==> config.mk <==
export PLATFORM = sky130hd
export DESIGN_NAME = playback_l15_sequencer
export DESIGN_NICKNAME = d
export VERILOG_FILES = /design/src/rtl/playback_l15_sequencer.sv
export SDC_FILE = /design/constraint.sdc
export NUM_CORES = 2
export LEC_CHECK = 0
export BUFFER_PORTS_ARGS = -buffer_cell sky130_fd_sc_hd__buf_2
export CORE_AREA = 10 10 584 586
export CTS_BUF_LIST = sky130_fd_sc_hd__clkbuf_8
export CTS_CLUSTER_DIAMETER = 80
export DETAILED_ROUTE_END_ITERATION = 7
export DIE_AREA = 0 0 594 596
export PLACE_DENSITY = 0.34
export SLEW_MARGIN = 20
export SYNTH_ARGS = -nofsm -noshare
export SYNTH_HDL_FRONTEND = slang
export SYNTH_SLANG_ARGS = --single-unit
==> constraint.sdc <==
create_clock -name clk -period 3.78 [get_ports clk]
set_input_delay 0.189 -clock clk [delete_from_list [all_inputs] [get_ports clk]]
set_output_delay 0.189 -clock clk [all_outputs]
set_load 0.01 [all_outputs]
==> src/rtl/playback_l15_sequencer.sv <==
// Replays stored L1.5 vectors {clk_flag, stimulus, expected}, 3 cycles per vector (FETCH/APPLY/CHECK), fixed 1-cycle memory, no backpressure.
// Optional PLAYBACK_STOP_ON_MISMATCH_EN: first compare mismatch parks the sequencer in FAIL.
module playback_l15_sequencer #(
    parameter int IN_W   = 357,
    parameter int OUT_W  = 371,
    parameter int ADDR_W = 12
) (
    input  logic                      clk,
    input  logic                      rst,
    input  logic                      start,
    input  logic [ADDR_W:0]           vec_count,
    output logic                      mem_rd_en,
    output logic [ADDR_W-1:0]         mem_rd_addr,
    input  logic [IN_W+OUT_W:0]       mem_rd_data,
    output logic [IN_W-1:0]           dut_in_vec,
    output logic                      dut_clk_en,
    input  logic [OUT_W-1:0]          dut_out_vec,
    output logic                      busy,
    output logic                      done,
    output logic                      pass,
    output logic [15:0]               mismatch_cnt,
    output logic [ADDR_W-1:0]         first_fail_idx
);

    localparam logic [2:0] S_IDLE  = 3'd0;
    localparam logic [2:0] S_FETCH = 3'd1;
    localparam logic [2:0] S_APPLY = 3'd2;
    localparam logic [2:0] S_CHECK = 3'd3;
    localparam logic [2:0] S_DONE  = 3'd4;
    localparam logic [2:0] S_FAIL  = 3'd5;

`ifdef PLAYBACK_STOP_ON_MISMATCH_EN
    localparam bit STOP_ON_MISMATCH = 1'b1;
`else
    localparam bit STOP_ON_MISMATCH = 1'b0;
`endif

    localparam logic [ADDR_W:0] IDX_ONE = {{ADDR_W{1'b0}}, 1'b1};

    logic [2:0]       state;
    logic [ADDR_W:0]  idx;
    logic [ADDR_W:0]  count;
    logic [OUT_W-1:0] exp_vec;
    logic             clk_flag;
    logic             mismatch;
    logic             last_vec;

    // Pre-clock samples (clk_flag=0) are never compared.
    assign mismatch    = clk_flag && (dut_out_vec != exp_vec);
    assign last_vec    = (idx + IDX_ONE) == count;
    assign mem_rd_en   = (state == S_FETCH);
    assign mem_rd_addr = idx[ADDR_W-1:0];
    assign busy        = (state == S_FETCH) || (state == S_APPLY) || (state == S_CHECK);
    assign done        = (state == S_DONE) || (state == S_FAIL);
    assign pass        = (state == S_DONE) && (mismatch_cnt == 16'd0);

    always_ff @(posedge clk) begin
        if (rst) begin
            state          <= S_IDLE;
            idx            <= '0;
            count          <= '0;
            exp_vec        <= '0;
            clk_flag       <= 1'b0;
            dut_in_vec     <= '0;
            dut_clk_en     <= 1'b0;
            mismatch_cnt   <= 16'd0;
            first_fail_idx <= '0;
        end else begin
            dut_clk_en <= 1'b0;
            case (state)
                S_IDLE, S_DONE, S_FAIL: begin
                    if (start) begin
                        idx            <= '0;
                        mismatch_cnt   <= 16'd0;
                        first_fail_idx <= '0;
                        count          <= vec_count;
                        state          <= (vec_count == '0) ? S_DONE : S_FETCH;
                    end
                end
                S_FETCH: state <= S_APPLY;
                S_APPLY: begin
                    dut_in_vec <= mem_rd_data[IN_W+OUT_W-1:OUT_W];
                    exp_vec    <= mem_rd_data[OUT_W-1:0];
                    clk_flag   <= mem_rd_data[IN_W+OUT_W];
                    dut_clk_en <= mem_rd_data[IN_W+OUT_W];
                    state      <= S_CHECK;
                end
                S_CHECK: begin
                    if (mismatch) begin
                        if (mismatch_cnt != 16'hFFFF)
                            mismatch_cnt <= mismatch_cnt + 16'd1;
                        if (mismatch_cnt == 16'd0)
                            first_fail_idx <= idx[ADDR_W-1:0];
                    end
                    if (STOP_ON_MISMATCH && mismatch) begin
                        state <= S_FAIL;
                    end else if (last_vec) begin
                        state <= S_DONE;
                    end else begin
                        idx   <= idx + IDX_ONE;
                        state <= S_FETCH;
                    end
                end
                default: state <= S_IDLE;
            endcase
        end
    end

endmodule

# After elaboration in Yosys (flattened, before gate mapping)
# Index checks and enable logic that the tools add are counted.
[totals]
ff_bits = 787
latch_bits = 0
ramBits = 0
mem_bits_ro = 0
input_bits = 1116
word_cells = 55
memories = 0
[classes]
n_addsub = 2
multipliers = 0
div = 0
magnitude_cmp = 0
n_eq_ne = 13
shifts = 0
mux = 15
n_bitwise = 1
reduce_logical = 15
[op_table]
columns = ["op", "n"]
rows = [
  ["$ne 371x371->1", 1],
  ["$mux 16", 3],
  ["$mux 12", 3],
  ["$pmux 16 s2", 1],
  ["$mux 13", 2],
  ["$pmux 13 s2", 1],
  ["$pmux 12 s2", 1],
  ["$add 16x1->16 const B", 1],
  ["$logic_not 16->1", 1],
  ["$ne 16x16->1 const B", 1],
  ["$add 13x1->13 const B", 1],
  ["$eq 13x13->1", 1],
  ["$logic_not 13->1", 1],
  ["$pmux 3 s4", 1],
  ["$mux 3", 3],
  ["$reduce_and 4->1", 2],
  ["$eq 3x2->1 const B", 2],
  ["$eq 3x3->1 const B", 2],
  ["$ne 2x2->1 const B", 3],
  ["$ne 2x1->1 const B", 2],
  ["$eq 3x1->1 const B", 1],
  ["$logic_not 3->1", 1],
  ["$logic_or 1x1->1", 3],
  ["$reduce_and 3->1", 1],
  ["other kinds (6)", 7],
]

# Longest topological paths before layout
[depth]
depth_word = 4
depth_mapped = 11

# Least setup slack after synthesis
# OpenSTA, ideal clock, no wires.
[synth_timing]
path_kind = "register to register"
start = "register idx[0]"
end = "register state[0]"
arrival_time_ps = 2191
setup_slack_ps = 1455
path_stages_with_launch = 11
path_buffers = 2
period_less_slack_ps = 2325
path_cell_list = "dfxtp_1 > ha_1 > and4_1 > buf_2 > and4_1 > xnor2_1 > nor3_2 > o2111ai_4 > buf_6 > a211oi_1 > a211oi_1"
[synth_between]
elab_chain_len = 4
[synth_lines]
columns = ["element", "line_no", "source"]
rows = [
  ["start, declared", "41", "logic [ADDR_W:0] idx;"],
  ["start signal, assigned", "100", "idx <= idx + IDX_ONE;"],
  ["$add 13x1->13", "50", "assign last_vec = (idx + IDX_ONE) == count;"],
  ["$eq 13x13->1", "50", ""],
  ["$mux 3", "97", "end else if (last_vec) begin"],
  ["$pmux 3 s4", "70", "case (state)"],
  ["end signal, assigned", "77", "state <= (vec_count == '0) ? S_DONE : S_FETCH;"],
  ["end, declared", "40", "logic [2:0] state;"],
]
# No other way between the ends.
# A chain may end at the register's enable or synchronous reset.

# Final worst setup path
[layout_timing]
start = "register exp_vec[272]"
end = "register mismatch_cnt[10]"
[layout_between]
elab_chain_len = 4
[layout_lines]
columns = ["element", "line_no", "source"]
rows = [
  ["start, declared", "43", "logic [OUT_W-1:0] exp_vec;"],
  ["start signal, assigned", "83", "exp_vec <= mem_rd_data[OUT_W-1:0];"],
  ["$ne 371x371->1", "49", "assign mismatch = clk_flag && (dut_out_vec != exp_vec);"],
  ["$logic_and 1x1->1", "49", ""],
  ["$ne 2x2->1 (no line)", "-", ""],
  ["$reduce_and 4->1 (no line)", "-", ""],
  ["end signal, assigned", "91", "mismatch_cnt <= mismatch_cnt + 16'd1;"],
  ["end, declared", "21", "output logic [15:0] mismatch_cnt,"],
]
# No other way between the ends.

==> flow_summary.json <==
{
  "detailedPlace.worstSlack_ps": -579.2,
  "initialDrtViolationCount": 2569,
  "design.final.nets": 8269,
  "peakVddDrop_uv": 241.5,
  "tns_ps": -847.9,
  "critical_path.startpoint_type": "flop",
  "ys_seq_area_share_pct": 49.42,
  "setup_viol_count_final": 18,
  "fin_ws_ps": -70.79,
  "grt_pass1_wl_mm": 411.8,
  "clock_tree.buffer_depth": 4,
  "netlist.area_leader.share_pct": 49.42,
  "part_of_the_total_power_dissipated_in_sequential_elements_pct": 37.2,
  "cell_seen_most_often_among_critical_path_stages": "sky130_fd_sc_hd__nand4_1",
  "violations": "negative setup slack",
  "crit-reg2reg-launch": "exp_vec[272]$_SDFFE_PP0N_",
  "grt_max_degree": 131,
  "post_detailed_placement_cell_area_um2": 45430,
  "cts_sinks": 787,
  "dominantRegCellSynth": "sky130_fd_sc_hd__dfxtp_1",
  "share_comb_of_total_power_pct": 22.2,
  "hp-class": "in2reg",
  "synth_cell_type_count": 48,
  "drive_above_1_share_pct": 26.93,
  "stdcell_area_um2": 64450,
  "gpl.final_weighted_congestion": 0.8868,
  "max_slew_margin_pct": 26.57,
  "port-buffer-count": 1517,
  "firstDrtPassIters": 5,
  "total_leakage_power_nw": 26.06,
  "run_status": "complete, but fails checks",
  "number_of_global_route_vias_before_repair": 43980,
  "detailed_place_hpwl_mm": 269.8,
  "synth.yosys.warnings": 0,
  "cp_data_required_time_ps": 4640,
  "timing.final.max_slew_violations": 0,
  "syn-num-nets": 5183,
  "routed-via-count": 42540,
  "power.switching_mw": 7.921,
  "clockRootBuffer": "sky130_fd_sc_hd__clkbuf_8",
  "io_pins": 1518,
  "detail_route.wl_per_cell_um": 27.10,
  "yosys-top-cells-area": "sky130_fd_sc_hd__dfxtp_1 (49%), sky130_fd_sc_hd__nand2_1 (18%), sky130_fd_sc_hd__a21oi_1 (12%)",
  "cts.reportedPaths.clkPinSlew_ps": 50,
  "grt-ovfl-total": 0,
  "timing.setup.critical_path_class": "reg2reg",
  "post_synth.cell_area_avg_um2": 7.845,
  "route.detailed.vias_per_inst": 3.610,
  "finClkSkew_ps": 82.30,
  "synth_enable_flop_cells": 0,
  "postSynthCellCount": 4064,
  "detail_route.drc_violations": 0,
  "finalCritPeriodShare_pct": 101.9,
  "insertion_delay_ps": 950,
  "power.switching_fraction_pct": 32.15,
  "fin_crit_ps": 3851,
  "rsz0062_at_grt": "yes",
  "achievable-frequency_ghz": 0.2597,
  "fp.dieH_um": 596,
  "slowest_stage_delay_on_critical_path_ps": 800,
  "intPower_mw": 16.72,
  "synth.largest_area_cell": "sky130_fd_sc_hd__dfxtp_1",
  "layout.cells.most_common_list": "sky130_fd_sc_hd__buf_2 (1516), sky130_fd_sc_hd__nand2_1 (1508), sky130_fd_sc_hd__dlygate4sd3_1 (1507)",
  "p_clk_share_pct": 40.7,
  "synth_area_um2": 31880,
  "std_cell_rows": 211,
  "critical_path.cell_chain": "xnor2_1 > nand4_1 > nor4_4 > buf_6 > nand4_1 > nor4_4 > buf_4 > a21oi_2 > buf_12 > nand4_1 > mux2i_1",
  "cts_made_buffers": 176,
  "critical_path.startpoint": "exp_vec[272]$_SDFFE_PP0N_",
  "post-cts-setup-buffers": 0,
  "postSynth.asyncResetShare_pct": 0,
  "worstHoldStart": "mem_rd_data[654]",
  "syn_to_final_growth_pct": 102.2,
  "timing.critical_path.fanout_max": 25,
  "design.die.area_um2": 354000,
  "grt_antenna_before_repair": 434,
  "worst_path_max_delay_cell": "sky130_fd_sc_hd__nand4_1",
  "count_of_endpoints_failing_hold_in_the_final_timing_report": 0,
  "layout_commonest_cell": "sky130_fd_sc_hd__buf_2",
  "worst_setup_path_end_kind": "flop",
  "antenna_violating_nets_post_route": 0,
  "drv.max_cap_violation_count": 0,
  "cp.arrival_ps": 4710,
  "htree_levels": 4,
  "power.density_nw_per_um2": 382.3,
  "cts_tree": "yes",
  "start_util_pct": 9.684,
  "global_route.usage.total_pct": 17.16,
  "drt-total-wl_mm": 319.4,
  "core_um2": 329200,
  "die-width_um": 594,
  "synth.ff_latch_count": 787,
  "worst_pin_slew_ps": 1094,
  "rrSetupSlack_ps": -70
}
## sequential cells by signal, summed over array words and instances, names as in the netlist
| signal | flops |
|---|---|
| idx | 13 |
| first_fail_idx | 12 |
| dut_clk_en | 1 |
| count | 13 |
| clk_flag | 1 |
| dut_in_vec | 357 |
| state | 3 |
| mismatch_cnt | 16 |
| exp_vec | 371 |
## synth_stat cells, types with 4 or more instances
master                        n
sky130_fd_sc_hd__buf_4       13
sky130_fd_sc_hd__or3_1       12
sky130_fd_sc_hd__inv_1       17
sky130_fd_sc_hd__nand2_1   1510
sky130_fd_sc_hd__nand2b_1    15
sky130_fd_sc_hd__and2_1       5
sky130_fd_sc_hd__a21o_1       9
sky130_fd_sc_hd__xor2_1      48
sky130_fd_sc_hd__nand4_1     97
sky130_fd_sc_hd__and4_1       5
sky130_fd_sc_hd__dfxtp_1    787
sky130_fd_sc_hd__xnor2_1    342
sky130_fd_sc_hd__a21oi_1    762
sky130_fd_sc_hd__o32ai_1     12
sky130_fd_sc_hd__mux2i_1      4
sky130_fd_sc_hd__clkbuf_1   240
sky130_fd_sc_hd__buf_1       20
sky130_fd_sc_hd__and3_1      10
sky130_fd_sc_hd__buf_2        8
sky130_fd_sc_hd__nand3_1     19
sky130_fd_sc_hd__nor3_1       6
sky130_fd_sc_hd__o21ai_0     17
sky130_fd_sc_hd__a31oi_1      5
sky130_fd_sc_hd__nor2_1      24
sky130_fd_sc_hd__nor4_1      36
## metal layers
metal  wire length, um  track usage [%]  up-vias
met5              1086                0        -
met4             11860            4.941      174
met3             32210            7.074      766
met2            154200            30.39     2064
met1            120100            18.77    19850
li1                  -                -    19680
## power groups by stage
stage                     clock network [mW]  logic (mW)  registers, mW
after floorplan                            0        1.56           9.34
after global placement                     0        4.05           9.31
after detailed placement                   0        4.06           9.33
after CTS                               10.6        5.59           9.16
after global routing                    10.8        5.92           9.21
final                                   10.0        5.46           9.16
## final timing paths
path,to,cells past startpoint
min reg2reg,dut_in_vec[210]$_SDFFE_PP0N_,2
min,dut_in_vec[283]$_SDFFE_PP0N_,4
max,mismatch_cnt[10]$_SDFFE_PP0P_,11
max reg2reg,mismatch_cnt[10]$_SDFFE_PP0P_,11
## worst max-delay path: cells and delay by family (launching register included)
family / cells / cell delay (ps)
AOI/OAI and AO/OA: 1 / 70
xor gates and xnor gates: 1 / 230
buffers and inverters: 3 / 630
DFF: 1 / 310
muxes: 1 / 180
and+or+nand+nor: 5 / 2350
## metrics by stage
| stage | power [mW] | hold slack, ps | util [%] | instances |
|---|---|---|---|---|
| CTS | 25.30 | 0.2469 | 19.45 | 11630 |
| finish | 24.64 | 149.5 | 19.58 | 11780 |
| global placement | 13.37 | 430.5 | 13.79 | 9830 |
| global route | 25.94 | 39.09 | 19.52 | 11710 |
| detailed placement | 13.39 | 433.9 | 13.80 | 9831 |
| floorplan | 10.91 | 325.0 | - | 4064 |
## what timing repair did
action                                   CTS  global route
hold endpoints to repair                 775             0
endpoints found under the setup margin    28            28
hold buffers                            1507             0
cloned                                     0             0
pin swaps                                  6             3
gates resized for setup                   13            10
## cells by family after synthesis
| kind of cell | share of synthesized area, % |
|---|---|
| DFF | 49.42 |
| and+or+nand+nor | 22.40 |
| adders and majority gates | 0.1178 |
| buffers and inverters | 3.764 |
| AOI/OAI and AO/OA | 13.46 |
| muxes | 0.1256 |
| xor gates and xnor gates | 10.71 |
## layout make-up
type / instances / area [um2]
diodes: 155 / 387.9
clock buffers: 210 / 2890
clock inverters: 81 / 545.5
fillers: 37370 / 264800
inverters: 17 / 63.81
multi-input cells: 2977 / 15120
flip-flops and latches: 787 / 15760
well taps: 4366 / 5463
repair buffers: 3191 / 24220
(Power assumes the default switching activity.)
